===== src/rtl/aes_inv_key_sched.sv =====
// AES-128 inverse key schedule: emits round keys 10 down to 0, one per rk_valid/rk_ready handshake.
// Latency: 1 cycle from start with the round-10 key, or 11 cycles from start with the cipher key (10 forward expansion steps).
// Backpressure: with rk_ready low, rk_out and rk_round hold and rk_valid stays high; nothing is dropped or skipped.

module S_BOX (
  output logic [7:0] sbox_o,
  input  logic [7:0] sbox_i
);
  localparam logic [7:0] SBOX_TABLE [256] = '{
    8'h63, 8'h7c, 8'h77, 8'h7b, 8'hf2, 8'h6b, 8'h6f, 8'hc5, 8'h30, 8'h01, 8'h67, 8'h2b, 8'hfe, 8'hd7, 8'hab, 8'h76,
    8'hca, 8'h82, 8'hc9, 8'h7d, 8'hfa, 8'h59, 8'h47, 8'hf0, 8'had, 8'hd4, 8'ha2, 8'haf, 8'h9c, 8'ha4, 8'h72, 8'hc0,
    8'hb7, 8'hfd, 8'h93, 8'h26, 8'h36, 8'h3f, 8'hf7, 8'hcc, 8'h34, 8'ha5, 8'he5, 8'hf1, 8'h71, 8'hd8, 8'h31, 8'h15,
    8'h04, 8'hc7, 8'h23, 8'hc3, 8'h18, 8'h96, 8'h05, 8'h9a, 8'h07, 8'h12, 8'h80, 8'he2, 8'heb, 8'h27, 8'hb2, 8'h75,
    8'h09, 8'h83, 8'h2c, 8'h1a, 8'h1b, 8'h6e, 8'h5a, 8'ha0, 8'h52, 8'h3b, 8'hd6, 8'hb3, 8'h29, 8'he3, 8'h2f, 8'h84,
    8'h53, 8'hd1, 8'h00, 8'hed, 8'h20, 8'hfc, 8'hb1, 8'h5b, 8'h6a, 8'hcb, 8'hbe, 8'h39, 8'h4a, 8'h4c, 8'h58, 8'hcf,
    8'hd0, 8'hef, 8'haa, 8'hfb, 8'h43, 8'h4d, 8'h33, 8'h85, 8'h45, 8'hf9, 8'h02, 8'h7f, 8'h50, 8'h3c, 8'h9f, 8'ha8,
    8'h51, 8'ha3, 8'h40, 8'h8f, 8'h92, 8'h9d, 8'h38, 8'hf5, 8'hbc, 8'hb6, 8'hda, 8'h21, 8'h10, 8'hff, 8'hf3, 8'hd2,
    8'hcd, 8'h0c, 8'h13, 8'hec, 8'h5f, 8'h97, 8'h44, 8'h17, 8'hc4, 8'ha7, 8'h7e, 8'h3d, 8'h64, 8'h5d, 8'h19, 8'h73,
    8'h60, 8'h81, 8'h4f, 8'hdc, 8'h22, 8'h2a, 8'h90, 8'h88, 8'h46, 8'hee, 8'hb8, 8'h14, 8'hde, 8'h5e, 8'h0b, 8'hdb,
    8'he0, 8'h32, 8'h3a, 8'h0a, 8'h49, 8'h06, 8'h24, 8'h5c, 8'hc2, 8'hd3, 8'hac, 8'h62, 8'h91, 8'h95, 8'he4, 8'h79,
    8'he7, 8'hc8, 8'h37, 8'h6d, 8'h8d, 8'hd5, 8'h4e, 8'ha9, 8'h6c, 8'h56, 8'hf4, 8'hea, 8'h65, 8'h7a, 8'hae, 8'h08,
    8'hba, 8'h78, 8'h25, 8'h2e, 8'h1c, 8'ha6, 8'hb4, 8'hc6, 8'he8, 8'hdd, 8'h74, 8'h1f, 8'h4b, 8'hbd, 8'h8b, 8'h8a,
    8'h70, 8'h3e, 8'hb5, 8'h66, 8'h48, 8'h03, 8'hf6, 8'h0e, 8'h61, 8'h35, 8'h57, 8'hb9, 8'h86, 8'hc1, 8'h1d, 8'h9e,
    8'he1, 8'hf8, 8'h98, 8'h11, 8'h69, 8'hd9, 8'h8e, 8'h94, 8'h9b, 8'h1e, 8'h87, 8'he9, 8'hce, 8'h55, 8'h28, 8'hdf,
    8'h8c, 8'ha1, 8'h89, 8'h0d, 8'hbf, 8'he6, 8'h42, 8'h68, 8'h41, 8'h99, 8'h2d, 8'h0f, 8'hb0, 8'h54, 8'hbb, 8'h16
  };

  assign sbox_o = SBOX_TABLE[sbox_i];
endmodule

module aes_inv_key_sched (
  input  logic         clk,
  input  logic         rst,
  input  logic         start,
  input  logic         key_is_last,
  input  logic [127:0] key_in,
  input  logic         rk_ready,
  output logic         busy,
  output logic         rk_valid,
  output logic [127:0] rk_out,
  output logic [3:0]   rk_round,
  output logic         done
);
  typedef enum logic [1:0] {IDLE, EXPAND, EMIT} state_t;

  state_t       state_q, state_d;
  logic [127:0] key_q, key_d;
  logic [3:0]   round_q, round_d;
  logic         busy_q, busy_d;
  logic         valid_q, valid_d;
  logic         done_q, done_d;

  function automatic logic [7:0] rcon(input logic [3:0] idx);
    logic [7:0] rc;
    case (idx)
      4'd1:    rc = 8'h01;
      4'd2:    rc = 8'h02;
      4'd3:    rc = 8'h04;
      4'd4:    rc = 8'h08;
      4'd5:    rc = 8'h10;
      4'd6:    rc = 8'h20;
      4'd7:    rc = 8'h40;
      4'd8:    rc = 8'h80;
      4'd9:    rc = 8'h1b;
      4'd10:   rc = 8'h36;
      default: rc = 8'h00;
    endcase
    return rc;
  endfunction

  // Current round-key words, w0 in the top word.
  logic [31:0] w0, w1, w2, w3;
  assign {w0, w1, w2, w3} = key_q;

  // Inverse step: the three upper-index words undo the forward chaining XORs.
  logic [31:0] iw1, iw2, iw3;
  assign iw3 = w3 ^ w2;
  assign iw2 = w2 ^ w1;
  assign iw1 = w1 ^ w0;

  // One shared g() datapath: forward uses w3 and Rcon(round+1), inverse uses the recovered w3 and Rcon(round).
  logic        fwd_sel;
  logic [31:0] g_in, g_rot, g_sub, g_out;
  logic [3:0]  rcon_idx;

  assign fwd_sel  = (state_q == EXPAND);
  assign g_in     = fwd_sel ? w3 : iw3;
  assign rcon_idx = fwd_sel ? (round_q + 4'd1) : round_q;
  assign g_rot    = {g_in[23:0], g_in[31:24]};

  S_BOX u_sbox3 (.sbox_o(g_sub[31:24]), .sbox_i(g_rot[31:24]));
  S_BOX u_sbox2 (.sbox_o(g_sub[23:16]), .sbox_i(g_rot[23:16]));
  S_BOX u_sbox1 (.sbox_o(g_sub[15:8]),  .sbox_i(g_rot[15:8]));
  S_BOX u_sbox0 (.sbox_o(g_sub[7:0]),   .sbox_i(g_rot[7:0]));

  assign g_out = g_sub ^ {rcon(rcon_idx), 24'h0};

  // Candidate next keys for both directions.
  logic [31:0]  f0, f1, f2, f3;
  logic [127:0] fwd_key, inv_key;

  assign f0      = w0 ^ g_out;
  assign f1      = w1 ^ f0;
  assign f2      = w2 ^ f1;
  assign f3      = w3 ^ f2;
  assign fwd_key = {f0, f1, f2, f3};
  assign inv_key = {w0 ^ g_out, iw1, iw2, iw3};

  // Next-state and registered-output decode.
  always_comb begin
    state_d = state_q;
    key_d   = key_q;
    round_d = round_q;
    done_d  = 1'b0;
    case (state_q)
      IDLE: begin
        if (start) begin
          key_d = key_in;
          if (key_is_last) begin
            round_d = 4'd10;
            state_d = EMIT;
          end else begin
            round_d = 4'd0;
            state_d = EXPAND;
          end
        end
      end
      EXPAND: begin
        key_d   = fwd_key;
        round_d = round_q + 4'd1;
        if (round_q == 4'd9) begin
          state_d = EMIT;
        end
      end
      EMIT: begin
        if (rk_ready) begin
          if (round_q != 4'd0) begin
            key_d   = inv_key;
            round_d = round_q - 4'd1;
          end else begin
            state_d = IDLE;
            done_d  = 1'b1;
          end
        end
      end
      default: state_d = IDLE;
    endcase
    busy_d  = (state_d != IDLE);
    valid_d = (state_d == EMIT);
  end

  // State, key, round and output registers; reset aborts any run in progress.
  always_ff @(posedge clk or posedge rst) begin
    if (rst) begin
      state_q <= IDLE;
      key_q   <= '0;
      round_q <= '0;
      busy_q  <= 1'b0;
      valid_q <= 1'b0;
      done_q  <= 1'b0;
    end else begin
      state_q <= state_d;
      key_q   <= key_d;
      round_q <= round_d;
      busy_q  <= busy_d;
      valid_q <= valid_d;
      done_q  <= done_d;
    end
  end

  assign busy     = busy_q;
  assign rk_valid = valid_q;
  assign rk_out   = key_q;
  assign rk_round = round_q;
  assign done     = done_q;
endmodule

===== config.mk =====
export PLATFORM = sky130hd
export DESIGN_NAME = aes_inv_key_sched
export DESIGN_NICKNAME = d
export VERILOG_FILES = /design/src/rtl/aes_inv_key_sched.sv
export SDC_FILE = /design/constraint.sdc
export NUM_CORES = 1
export LEC_CHECK = 0
export CAP_MARGIN = 20
export CORE_ASPECT_RATIO = 1.75
export CORE_MARGIN = 1
export CORE_UTILIZATION = 50
export DETAILED_ROUTE_END_ITERATION = 8
export PLACE_DENSITY = 0.74
export SLEW_MARGIN = 20
export SYNTH_ARGS = -nofsm -noshare
export SYNTH_HDL_FRONTEND = slang
export SYNTH_SLANG_ARGS = --single-unit

===== constraint.sdc =====
create_clock -name clk -period 4.3 [get_ports clk]
set_input_delay 0.645 -clock clk [delete_from_list [all_inputs] [get_ports clk]]
set_output_delay 0.645 -clock clk [all_outputs]
set_load 0.02 [all_outputs]

==> key figures, run 1 <==
Logic synthesis
  – Synthesized cell area: roughly 27000 um2
  – Synth Warn #: 0
  – Adder-Cell Fraction of Synth Area: 0.0319
  – Synth Area per Inst: between 6 and 7 um2
  – Mapped Cells: 3847
  – Post-synth EDFFs: 0
  – Largest family of logic cells by synthesized area: compound AO/OA/AOI/OAI gates
  – XOR/XNOR Fraction of Synth Area: 0.0849
  – Syn_nets: between 4k and 5k
  – Top_reg_cell synth: dfrtp_1
  – Flops & latches, synth: roughly 140
  – Compound-Gate Fraction of Synth Area: 0.413
  – Simple-gate portion of the synthesized area: 0.213
  – Asr flop ratio synth: 1.00
  – Post-synthesis mux area share: 0.0402
  – Seq/Total Area, Yosys: 0.129
  – Yosys cell types: between 100 and 150

Clock tree
  – Num CTS Buffers: 17
  – Root Buffer: clkbuf_16
  – Maximum clock path buffer count: 2
  – Clock sinks: between 100 and 150
  – H-tree levels: 4

Global routing
  – Vias in the first global route: between 40k and 50k
  – Global route total overflow: ~450
  – Global-route wire length before repair: approximately 320 mm
  – Total Routing Usage GR: 0.773
  – Largest net degree at the start of global routing: 92

Outcome
  – Status: stopped before the end
  – First Err: [ERROR GRT-0116] Global routing finished with congestion. Check the congestion regions in the DRC Viewer.
  – Last stage: global routing (5_1_grt)

Floorplan
  – Die width: between 150 and 200 um
  – Die Y: 307 um
  – Ports: around 270
  – Row count: around 110
  – Initial Utilization: 0.507

Place
  – DP HPWL: about 130 mm
  – Final Wtd Congestion: around 1.3
  – PortBufs: 267
  – Cell Area, Placed: between 30000 and 40000 um2
-- logic make-up after synthesis --
group | Yosys count
XOR/XNOR | 229
multiplexers | 98
AND/OR/NAND/NOR | 1195
AO/OA/AOI/OAI | 1590
adder cells (fa/ha/maj) | 68
buffers and inverters | 530
flip-flops | 137
-- repair_timing --
item | in CTS
endpoints found under the hold margin | 0
setup buffers | 13
setup endpoints to repair | 53
hold buffers | 0
gates resized for setup | 56
pin swaps | 8
-- cells in the mapped netlist, types with 26 or more instances --
cell type	instances	share of area
nand3_1	107	0.020
nand2_1	317	0.045
a311oi_1	39	0.013
o211ai_1	84	0.024
dfrtp_1	137	0.13
nor2_1	347	0.049
a211oi_1	83	0.023
a221oi_1	83	0.027
o2111ai_1	28	0.0092
inv_1	81	0.011
nor2b_1	32	0.0075
buf_2	145	0.027
clkbuf_1	234	0.033
xnor2_1	116	0.038
o21ai_0	336	0.063
a31oi_1	93	0.022
ha_1	67	0.032
mux2i_1	74	0.028
nor3_1	164	0.031
o221ai_1	50	0.016
a32oi_1	26	0.0086
xor2_1	84	0.028
nand2b_1	46	0.011
buf_1	26	0.0037
a22oi_1	41	0.012
o311ai_0	28	0.0092
o22ai_1	63	0.015
a21oi_1	277	0.052
-- metal layers --
layer,GRT overflow,GRT usage
met1,1,0.762
met2,256,0.957
met3,3,0.610
met4,185,0.796
met5,0,0.169
-- per-stage QoR --
step,setup WS [ns],TNS (ns),util,hold WS [ns],cells
after floorplan,-0.00945,-0.00945,-,0.588,3847
after detailed placement,-0.335,-3.42,0.667,0.550,5141
after CTS,0.000469,0,0.686,0.563,5186
after global placement,-0.358,-3.63,0.667,0.531,5141
==> run 2: changes to the inputs <==
- CORE_ASPECT_RATIO: 1.75 -> default
- CORE_UTILIZATION: 50 -> 35
- PLACE_DENSITY: 0.74 -> default
- PLACE_DENSITY_LB_ADDON: default -> 0.15
- clock period: 4.3 -> 5.6 ns (I/O delays scaled with it)
==> key figures, run 2 <==
Outcome
  – Status: finished clean

Timing
  – Final Hold Vio Count: 0
  – Final setup vio count: 0
  – Worst Tran Pin Value: between 1 and 1.5 ns
  – Slew Limit Fails: 0
  – Slew HR: 0.152
  – Fin Clk Skew: around 0.021 ns
  – RSZ-0062 raised after global routing: false
  – Fin crit share: 0.959
  – Final min period: 5.37 ns
  – Fmax: 186 MHz
  – Post-Route Setup TNS: 0 ns

Critical path
  – Critical path class: flip-flop to flip-flop
  – Slowest CP cell: xor2_4
  – CP Launch Point: state_q[1]
  – Critical-path cell list: inv_1 -> ha_4 -> buf_4 -> nand2b_2 -> xor2_4 -> o21ai_0 -> a22oi_1 -> nor2_1 -> or4_1 -> a32oi_1 -> buf_4 -> xnor2_1 -> a221oi_1 -> nor3_1
  – Critical Path Sink Type: flip-flop
  – Cell mode on critical path: buf_4
  – R2R Path Start: state_q[1]
  – Worst setup SP type: flip-flop
  – Top Family by Delay on Critical Path: compound AO/OA/AOI/OAI gates
  – CP required: 5.97 ns
  – WP buf/inv: 3
  – Worst EP arrival: 5.74 ns
  – Crit path largest cell delay: between 0.7 and 0.8 ns
  – Worst Path Max Fanout: 26

Layout
  – Commonest cells after routing, fill and taps aside: nor2_1, o21ai_0, nand2_1, buf_4, a21oi_1
  – Synth-to-layout area growth: 20.3%
  – Most common cell after layout, fill and taps aside: nor2_1
  – Max reg flops: 128
  – Final #Nets: 4212
  – Share of cells above drive strength 1: 0.120

Floorplan
  – Ports: roughly 270
  – Initial Utilization: 0.356
  – Core ar.: 74800 um2
  – DIE AREA: 77100 um2
  – Die Y: roughly 280 um
  – Row count: 100
  – Die width: ~280 um

Logic synthesis
  – Largest area contributor in the synthesized netlist: dfrtp_1
  – Adder-Cell Fraction of Synth Area: 0.0319
  – Top cells by count, synth: nor2_1, o21ai_0, nand2_1, a21oi_1, clkbuf_1
  – Flops & latches, synth: around 140
  – Ranking of synthesized cells by area: dfrtp_1, o21ai_0, a21oi_1
  – Largest family of logic cells by synthesized area: compound AO/OA/AOI/OAI gates
  – Post-synthesis mux area share: 0.0402
  – Synth Warn #: 0
  – XOR/XNOR Fraction of Synth Area: 0.0849
  – Synthesized cell area: between 20000 and 30000 um2
  – Seq/Total Area, Yosys: 0.129
  – Simple-gate portion of the synthesized area: 0.213
  – Compound-Gate Fraction of Synth Area: 0.413
  – Syn_nets: slightly above 4k
  – Post-synth EDFFs: 0
  – Mapped Cells: between 3k and 4k
  – Yosys cell types: roughly 110
  – Top-count cell post-synth: nor2_1
  – Share of the synthesized area in the top cell type: 0.129
  – Top_reg_cell synth: dfrtp_1
  – Synth Area per Inst: a little under 7 um2
  – Asr flop ratio synth: 1.00

Run
  – Max cap viols: 0

Clock tree
  – H-tree levels: 4
  – Num CTS Buffers: 17
  – CTS tree: built
  – Reg clk slew, reported paths: 0.07 ns
  – Hold buffers post-CTS: 0
  – Root Buffer: clkbuf_16
  – Maximum clock path buffer count: 2
  – Clock sinks: between 100 and 150
  – PostCTS Resize Cnt: 0
  – Setup bufs post-CTS: 0
  – Skew-Pair Late Insertion Delay: 0.51 ns

Route
  – Routed Antenna Nets: 0
  – Wire per inst: 31.1 um
  – Vias post-DR: 34.9k
  – Initial DRC Count: between 5k and 6k
  – Drt first pass iters: 6
  – Drt total wl: about 160 mm
  – Residual DRC: 0
  – Vias per cell: 6.98

Place
  – PortBufs: between 200 and 300
  – DP HPWL: approximately 110 mm
  – Final Wtd Congestion: 1.03

Global routing
  – Global route total overflow: 0
  – Vias in the first global route: roughly 32k
  – Initial antenna violation count: 6
  – Total Routing Usage GR: 0.386
  – Largest net degree at the start of global routing: 87
  – Global-route wire length before repair: between 200 and 250 mm

Hold path
  – HP Class: flip-flop to flip-flop
  – Hold path start: rk_out[108]
[run 2: cell counts after synthesis]
Identical to the previous run, type by type.
[run 2: metal layers]
metal,vias to the layer above,track usage,share of wire
li1,15000,-,-
met1,16700,0.524,0.41
met2,2681,0.572,0.42
met3,504,0.0980,0.12
met4,6,0.173,0.050
met5,-,0,0.00025
[run 2: area by class of cell]
cell class,instances,area (um2)
Fill cell,7858,42800
Multi-Input combinational cell,3180,21200
Timing Repair Buffer,585,5200
Sequential cell,137,3430
Tap cell,969,1210
Clock buffer,18,439
Inverter,91,348
Clock inverter,14,149
Antenna cell,2,5.00
[run 2: worst reg2reg max path: stages, from the launching register on]
cell,delay (ns)
dfrtp_1,0.43
inv_1,0.19
ha_4,0.43
buf_4,0.29
nand2b_2,0.31
xor2_4,0.72
o21ai_0,0.73
a22oi_1,0.49
nor2_1,0.06
or4_1,0.48
a32oi_1,0.30
buf_4,0.22
xnor2_1,0.15
a221oi_1,0.34
nor3_1,0.10
[run 2: per-stage QoR]
step                area [um2]  utilization  cells  setup slack, ns  hold WS, ns
global route             32000        0.428   4996           0.0933        0.600
global placement         31400        0.420   4962            0.371        0.538
finish                   32000        0.428   4996            0.230        0.557
detailed placement       31400        0.420   4962            0.461        0.544
floorplan                26600            -   3847            0.982        0.588
CTS                      32000        0.428   4994            0.433        0.559
[run 2: worst paths after layout]
| check | slack, ns | endpoint | cells after the start |
|---|---|---|---|
| worst max register to register | 0.23 | rk_out[67] | 14 |
| min in group asynchronous | 0.80 | busy | 2 |
| worst min register to register | 0.56 | rk_out[108] | 2 |
| worst max-delay path | 0.23 | rk_out[67] | 14 |
| max in group asynchronous | 3.85 | rk_out[30] | 3 |
| worst min-delay path | 0.56 | rk_out[108] | 2 |
[run 2: cells by family (layout without fill, tap and decap cells)]
| kind of cell | Yosys count | in the layout |
|---|---|---|
| AO/OA/AOI/OAI | 1590 | 1590 |
| XOR/XNOR | 229 | 229 |
| adder cells (fa/ha/maj) | 68 | 68 |
| buffers and inverters | 530 | 708 |
| flip-flops | 137 | 137 |
| multiplexers | 98 | 98 |
| other | 0 | 2 |
| AND/OR/NAND/NOR | 1195 | 1195 |
Power of run 2 is left out: the tool's default activity adds up to more than one toggle a clock period on the data nets, which glitch-free logic cannot reach.
